==> src/rtl/select_and_encode_pkg.sv <==
// rtl/select_and_encode_pkg.sv - shared CPU constants for instruction field decoding
package select_and_encode_pkg;

    // Instruction field bit positions
    localparam int OPC_MSB = 31;
    localparam int OPC_LSB = 27;
    localparam int RA_MSB  = 26;
    localparam int RA_LSB  = 23;
    localparam int RB_MSB  = 22;
    localparam int RB_LSB  = 19;
    localparam int RC_MSB  = 18;
    localparam int RC_LSB  = 15;
    localparam int C_MSB   = 18;
    localparam int C_LSB   = 0;

    // Register file geometry
    localparam int REG_COUNT = 16;
    localparam int REG_SEL_W = 4;

    typedef logic [REG_SEL_W-1:0] reg_sel_t;
    typedef logic [REG_COUNT-1:0] reg_vec_t;

    // Sign-extend the 19-bit constant field to a full 32-bit word
    function automatic logic [31:0] sign_extend_c(input logic [31:0] ir);
        return {{(31 - C_MSB){ir[C_MSB]}}, ir[C_MSB:C_LSB]};
    endfunction

endpackage

==> src/rtl/select_and_encode_decoder_4to16.sv <==
// rtl/select_and_encode_decoder_4to16.sv - combinational 4-to-16 one-hot decoder
module decoder_4to16
    import select_and_encode_pkg::*;
(
    input  logic [REG_SEL_W-1:0] i_sel,
    output logic [REG_COUNT-1:0] o_dec
);

    // Exactly one bit is always set, so register 0 is selected when i_sel is 0
    always_comb begin
        o_dec        = '0;
        o_dec[i_sel] = 1'b1;
    end

endmodule

==> src/rtl/select_and_encode.sv <==
// rtl/select_and_encode.sv - register select, one-hot encode and constant sign-extend
module select_and_encode
    import select_and_encode_pkg::*;
#(
    parameter int BITS = 32
)(
    input  logic              clk,
    input  logic              clr_n,
    input  logic [BITS-1:0]   IR,
    input  logic              Gra,
    input  logic              Grb,
    input  logic              Grc,
    input  logic              Rin,
    input  logic              Rout,
    input  logic              BAout,
    output logic [BITS/2-1:0] reg_in_ctrl,
    output logic [BITS/2-1:0] reg_out_ctrl,
    output logic [BITS-1:0]   c_sign_extended,
    output logic [BITS/2-1:0] decoder_out,
    output logic [BITS/4-1:0] decoder_in
);

    reg_sel_t w_ra;
    reg_sel_t w_rb;
    reg_sel_t w_rc;
    reg_sel_t w_sel;
    reg_vec_t w_dec;
    reg_vec_t w_in_next;
    reg_vec_t w_out_next;
    logic     w_drive;
    logic [BITS-1:0] w_c_next;

    // Opcode bits are deliberately ignored by every output
    logic w_unused_opcode;
    assign w_unused_opcode = ^IR[OPC_MSB:OPC_LSB];

    logic [BITS/2-1:0] r_reg_in_ctrl;
    logic [BITS/2-1:0] r_reg_out_ctrl;
    logic [BITS-1:0]   r_c_sign_extended;
    logic [BITS/2-1:0] r_decoder_out;
    logic [BITS/4-1:0] r_decoder_in;

    assign w_ra = IR[RA_MSB:RA_LSB];
    assign w_rb = IR[RB_MSB:RB_LSB];
    assign w_rc = IR[RC_MSB:RC_LSB];

    // Gated fields are ORed without priority; no Gr asserted gives register 0
    always_comb begin
        w_sel = ({REG_SEL_W{Gra}} & w_ra)
              | ({REG_SEL_W{Grb}} & w_rb)
              | ({REG_SEL_W{Grc}} & w_rc);
    end

    decoder_4to16 u_decoder (
        .i_sel (w_sel),
        .o_dec (w_dec)
    );

    // BAout gates the drive vector exactly like Rout
    always_comb begin
        w_drive    = Rout | BAout;
        w_in_next  = Rin     ? w_dec : '0;
        w_out_next = w_drive ? w_dec : '0;
        w_c_next   = sign_extend_c(IR);
    end

    // All outputs registered every cycle; asynchronous clear forces them to zero
    always_ff @(posedge clk or negedge clr_n) begin
        if (!clr_n) begin
            r_reg_in_ctrl     <= '0;
            r_reg_out_ctrl    <= '0;
            r_c_sign_extended <= '0;
            r_decoder_out     <= '0;
            r_decoder_in      <= '0;
        end else begin
            r_reg_in_ctrl     <= w_in_next;
            r_reg_out_ctrl    <= w_out_next;
            r_c_sign_extended <= w_c_next;
            r_decoder_out     <= w_dec;
            r_decoder_in      <= {{(BITS/4 - REG_SEL_W){1'b0}}, w_sel};
        end
    end

    assign reg_in_ctrl     = r_reg_in_ctrl;
    assign reg_out_ctrl    = r_reg_out_ctrl;
    assign c_sign_extended = r_c_sign_extended;
    assign decoder_out     = r_decoder_out;
    assign decoder_in      = r_decoder_in;

endmodule

==> config.mk <==
export PLATFORM = sky130hd
export DESIGN_NAME = select_and_encode
export DESIGN_NICKNAME = d
export VERILOG_FILES = /design/src/rtl/select_and_encode_pkg.sv /design/src/rtl/select_and_encode_decoder_4to16.sv /design/src/rtl/select_and_encode.sv
export SDC_FILE = /design/constraint.sdc
export NUM_CORES = 1
export LEC_CHECK = 0
export CAP_MARGIN = 25
export CORE_MARGIN = 2
export CORE_UTILIZATION = 41
export DETAILED_ROUTE_END_ITERATION = 10
export PLACE_DENSITY = 0.95
export SLEW_MARGIN = 20
export SYNTH_ARGS = -nofsm -noshare
export SYNTH_HDL_FRONTEND = slang
export SYNTH_SLANG_ARGS = --single-unit
==> constraint.sdc <==
create_clock -name clk -period 1.2 [get_ports clk]
set_input_delay 0.24 -clock clk [delete_from_list [all_inputs] [get_ports clk]]
set_output_delay 0.24 -clock clk [all_outputs]
set_load 0.05 [all_outputs]
==> results of run 1 <==
## area by class of cell
type | count | area [µm²] | area share (%)
clock buffers | 10 | 128 | 2.66
clock inverters | 6 | 61.3 | 1.28
inverters | 4 | 15.0 | 0.313
multi-input cells | 76 | 517 | 10.8
flip-flops and latches | 71 | 1780 | 37.1
well taps | 72 | 90.1 | 1.88
repair buffers | 141 | 2210 | 46.0
## sequential cells by signal, summed over array words and instances, names as in the netlist
register,flops
decoder_out,16
reg_out_ctrl,16
decoder_in,4
c_sign_extended,19
reg_in_ctrl,16
## cell usage after synthesis
cell type   n
clkbuf_1    1
conb_1      1
nand2b_1    5
or3b_1      3
or3_1       1
dfrtp_1    71
o21ai_1     1
or2_2       2
o21bai_1    1
nand3b_1    3
nand3_1     1
nor2_1     48
buf_2       4
nand2_1     3
inv_1       4
buf_4      17
a222oi_1    4
## power by group through the flow
| stage | logic, W | clock network, W | registers [W] |
|---|---|---|---|
| 2_1_floorplan | 0.000297 | 0 | 0.00293 |
| 3_3_place_gp | 0.00136 | 0 | 0.00264 |
| 3_5_place_dp | 0.00141 | 0 | 0.00265 |
| 4_1_cts | 0.00154 | 0.00187 | 0.00259 |
| 5_1_grt | 0.00163 | 0.00199 | 0.00260 |
| 6_report | 0.00158 | 0.00186 | 0.00259 |
## logic make-up (layout without fill, tap and decap cells)
group	Yosys count	count (layout)	synth area share, %
and+or+nand+nor	66	66	12.9
other	1	4	0.163
AOI/OAI and AO/OA	6	6	2.29
buffers and inverters	26	161	7.25
DFF	71	71	77.4
## path summary, 6_finish.rpt
check | cells past startpoint | start | endpoint
setup / recovery | 2 | c_sign_extended[18] | c_sign_extended[27]
min in group asynchronous | 3 | clr_n | c_sign_extended[13]
hold / removal | 1 | IR[17] | c_sign_extended[17]
max in group asynchronous | 3 | clr_n | c_sign_extended[18]
## per-layer routing
| layer | wire length, µm | share of wire [%] |
|---|---|---|
| met1 | 2920 | 38 |
| met2 | 4040 | 52 |
| met3 | 512 | 6.6 |
| met4 | 230 | 3.0 |
| met5 | 0 | 0 |
## stage by stage
stage / utilization (%) / std cells / power, W / setup TNS (ns)
after global routing: 88.2 / 380 / 0.00622 / -3.29
after floorplan: - / 173 / 0.00323 / -0.604
after CTS: 87.5 / 381 / 0.00600 / -2.93
final: 88.2 / 380 / 0.00603 / -2.86
after detailed placement: 80.2 / 352 / 0.00406 / -32.81
after global placement: 80.2 / 352 / 0.00401 / -31.12
## layout by cell type, fill, tap and decap left out, types with 5 or more instances in the layout
cell / count
clkbuf_2: 6
buf_4: 14
clkbuf_8: 9
nor2_1: 32
buf_12: 87
nor2_4: 6
nor2_2: 10
clkdlybuf4s50_1: 18
dfrtp_1: 70
buf_6: 5
## repair_timing
action,in CTS,in global routing
setup buffers,12,0
gates cloned,0,0
gates resized for setup,55,35
hold buffers,1,0
endpoints found under the setup margin,65,62
endpoints found under the hold margin,71,0
pin swaps,15,14
==> run summary, run 1 <==
initial antenna violation count = 0
nature of the critical path startpoint = flop
Top delay family on crit path = flip-flops
P_int = 0.00418 W
Area contributors post-synth = dfrtp_1 (77%), nor2_1 (7.9%), buf_4 (5.6%), a222oi_1 (1.7%), nand2b_1 (1.4%)
first-pass GRT wire length = 11.7 mm
Fill cells = 198
GR Util met3 = 6.93%
CP max stage delay = 0.51 ns
Max Freq = 0.708 GHz
number of global-route vias before repair = 2007
Seq/Total Area, Yosys = 77.4%
RSZ-0062 raised after global routing = yes
Final min period = 1.41 ns
final hold vios = 0
share of the synthesized area in the top cell type = 77.4%
Die Area = 6210 µm²
syn_area_per_cell = 13.5 µm²
final setup fails = 15
DP Wirelength = 5.06 mm
Port-buffer cells = 118
CP max stage cell = dfrtp_4
CTS buffer count = 9
share of cells above drive strength 1 = 52.6%
Psw = 0.00185 W
largest net degree at the start of global routing = 72
pre-CTS WS = -0.720 ns
CTS clk-pin slew, worst paths = 0.07 ns
core box area = 5440 µm²
met1 Usage GRT = 33.0%
DRC = 0
critical path class = flop to primary output
number of warnings issued by yosys = 0
grt peak-use layer = met2
GRT Resource Usage Total = 26.5%
drt pass-1 iters = 4
run status = complete, but fails checks
crit path cell chain = buf_4 > buf_12
crit path DAT = 1.17 ns
Worst Hold Class = primary input to flop
RD Place Congestion = 0.729
Post-Syn Area = 2290 µm²
TritonCTS clock tree = yes
grt met2 use = 43.2%
Setup crit end kind = primary output
Routed wire per std cell = 20.3 µm
Critical path buffers and inverters = 2
top-level I/O count = 128
Max VDD drop = 0.974 mV
nets = 343
Vias = 1832
Die Wd = 78.8 µm
final wirelength = 7.71 mm
ANT nets after route = 0
Initial Util = 42.2%
CTS sink count = 71
# diodes = 0
CP Max Fanout = 4
clock power share = 30.9%
Logic pwr share = 26.2%
crit share post-route = 118%
clock buffer depth = 2
Congestion Overflow GR = 0
flops & latches, synth = 71
placed cell areas = 4360 µm²
# rows = 27
H-Tree Depth = 3
Area Growth Syn to Fin = 109%
failing checks = setup timing
Setup WS post-layout = -0.212 ns
critical path required time = 0.96 ns
root buffer cell = clkbuf_8
switching share of power = 30.7%
area leader, netlist = dfrtp_1
Post-Layout Inst Area = 4800 µm²
Slew Limit Fails = 0
# Max-Cap Violations = 0
Seq pwr share = 42.9%
Static Leak = 2.21 nW
Synth Instances = 170
Min Hold Slack = 0.0247 ns
vias per std cell = 4.82
Die H = 78.8 µm
pwr/cell area = 1260 nW/µm²
First DRT Iteration DRCs = 201
synth unique cells = 17
Note: power is estimated with default switching activity, not from simulation.
==> inputs of run 2 (changes only) <==
GPL_ROUTABILITY_DRIVEN = 0   (was not set)
==> results of run 2 <==
Same layout as run 1: the final DEF is identical, and so are final timing and power.
==> inputs of run 3 (changes only) <==
CORE_UTILIZATION = 38   (was 41)
CTS_CLUSTER_SIZE = 20   (was not set)
PLACE_DENSITY = 0.9   (was 0.95)
clock period = 1.35 ns   (was 1.2 ns; I/O delays follow)
==> run 3 against run 2 <==
  * The run still ends with setup timing left
  * Highest routed layer unchanged
  * Largest cell class unchanged
  * Critical endpoint is now c_sign_extended[30]
  * Clock power is 23% lower
  * Sequential power is 11% lower
  * Final area fell by 2.1%
==> run summary, run 3 (synthesized netlist as in run 1, its figures left out) <==
run status = complete, but fails checks
failing checks = setup timing
max reg flops = 19 (unchanged)
top-level I/O count = 128 (unchanged)
Psw = 0.00152 W (-18%)
DRC = 0 (unchanged)
Initial Util = 39.0% (-3.2 points)
Min Hold Slack = 0.189 ns (+0.164 ns)
root buffer cell = clkbuf_8
crit path launch = c_sign_extended[18]
switching share of power = 30.1% (-0.65 points)
most common cell after layout, fill and taps aside = buf_12
pwr/cell area = 1080 nW/µm² (-14%)
P_int = 0.00354 W (-15%)
Vias = 1789 (-2.3%)
ANT nets after route = 0 (unchanged)
pre-CTS WS = -0.660 ns (+0.0599 ns)
Congestion Overflow GR = 0 (unchanged)
Max VDD drop = 0.745 mV (-24%)
CP Max Fanout = 14 (+10)
Final min period = 1.43 ns
H-Tree Depth = 3 (unchanged)
number of global-route vias before repair = 1951 (-2.8%)
clock buffer depth = 2 (unchanged)
Setup WS post-layout = -0.0761 ns (+0.136 ns)
CTS sink count = 71 (unchanged)
Worst Hold Class = primary input to flop
clock power share = 28.3% (-2.6 points)
Logic pwr share = 26.3% (about the same)
GRT Resource Usage Total = 22.3% (-4.3 points)
DP Wirelength = 4.92 mm (-2.8%)
critical path class = flop to primary output
TritonCTS clock tree = yes
CTS clk-pin slew, worst paths = 0.07 ns (about the same)
Routed wire per std cell = 18.3 µm (-9.8%)
final wirelength = 7.01 mm (-9.1%)
commonest non-fill, non-tap cells in the layout = buf_12 (86), dfrtp_1 (70), nor2_1 (41)
# diodes = 0 (unchanged)
critical path required time = 1.08 ns (+0.12 ns)
Area Growth Syn to Fin = 105%
Slew Limit Fails = 0 (unchanged)
CP endpoint = c_sign_extended[30]
share of cells above drive strength 1 = 46.4% (-6.2 points)
vias per std cell = 4.67 (-3.1%)
Die Area = 6680 µm² (+7.5%)
first-pass GRT wire length = 10.4 mm (-11%)
crit path DAT = 1.16 ns (about the same)
# Max-Cap Violations = 0 (unchanged)
Die H = 81.7 µm (+3.7%)
largest net degree at the start of global routing = 72 (unchanged)
First DRT Iteration DRCs = 86 (-57%)
initial antenna violation count = 0 (unchanged)
Port-buffer cells = 118 (unchanged)
drt pass-1 iters = 4 (unchanged)
core box area = 5890 µm² (+8.2%)
crit share post-route = 106%
Static Leak = 2.20 nW (-0.81%)
nature of the critical path startpoint = flop
CTS buffer count = 9 (unchanged)
final hold vios = 0 (unchanged)
RSZ-0062 raised after global routing = yes
# rows = 28 (+3.7%)
final setup fails = 14 (-1)
Setup crit end kind = primary output
Max Freq = 0.701 GHz
Seq pwr share = 45.4% (+2.5 points)
nets = 344 (+0.29%)
Die Wd = 81.7 µm (+3.7%)
[run 3: cell types whose count changed in the layout (fill, tap and decap cells not counted), sizes merged]
| cell | before | now |
|---|---|---|
| clkbuf | 16 | 14 |
| dlymetal6s2s | 0 | 1 |
| clkinv | 4 | 3 |
| buf | 111 | 108 |
| dlygate4sd2 | 1 | 7 |
| bufinv | 1 | 0 |
[run 3: what timing repair did]
action | 4_1_cts | 5_1_grt
gates cloned | 1 | 0
hold buffers | 1 | 0
gates resized for setup | 38 | 12
setup buffers | 5 | 1
endpoints found under the setup margin | 63 | 39
endpoints found under the hold margin | 71 | 0
pin swaps | 12 | 5
[run 3: cell type report]
class                   instances  area (µm²)
well taps                      75        93.8
clock buffers                  11         141
flip-flops and latches         71        1780
inverters                       4        15.0
multi-input cells              76         420
clock inverters                 4        22.5
repair buffers                142        2220
fillers                       302        1190
[run 3: worst min path at each step]
stage | from | end | slack [ns] | cells after the start
6_report | IR[18] | c_sign_extended[18] | 0.19 | 1
5_1_grt | IR[18] | c_sign_extended[18] | 0.19 | 1
4_1_cts | IR[18] | c_sign_extended[18] | 0.18 | 1
3_5_place_dp | clr_n | reg_out_ctrl[8] | 0.32 | 2
3_3_place_gp | clr_n | c_sign_extended[6] | 0.31 | 2
2_1_floorplan | clr_n | c_sign_extended[0] | -0.03 | 0
[run 3: worst max-delay path: stages, from the launching register on]
cell and delay [ns]:
dfrtp_4 0.48, buf_12 0.18, buf_12 0.16
[run 3: through the flow]
stage	util [%]	power (W)	instance area (µm²)	setup TNS, ns	instances
finish	79.8	0.00506	4700	-1.04	383
global route	79.8	0.00526	4700	-1.47	383
CTS	79.7	0.00507	4690	-1.22	382
detailed placement	74.7	0.00360	4400	-27.74	360
global placement	74.7	0.00357	4400	-24.72	360
floorplan	-	0.00287	2310	0	173
[run 3: per-layer routing]
layer,GRT usage (%),vias up,part of all wire (%)
met5,0,-,0
met2,42.2,91,58
met4,11.7,0,3.2
met3,6.15,20,7.5
li1,-,780,-
met1,21.9,898,32
[run 3: power by group through the flow]
| stage | registers, W | logic, W | clock network (W) |
|---|---|---|---|
| 2_1_floorplan | 0.00261 | 0.000260 | 0 |
| 3_3_place_gp | 0.00235 | 0.00123 | 0 |
| 3_5_place_dp | 0.00235 | 0.00125 | 0 |
| 4_1_cts | 0.00230 | 0.00133 | 0.00144 |
| 5_1_grt | 0.00230 | 0.00138 | 0.00157 |
| 6_report | 0.00230 | 0.00133 | 0.00143 |
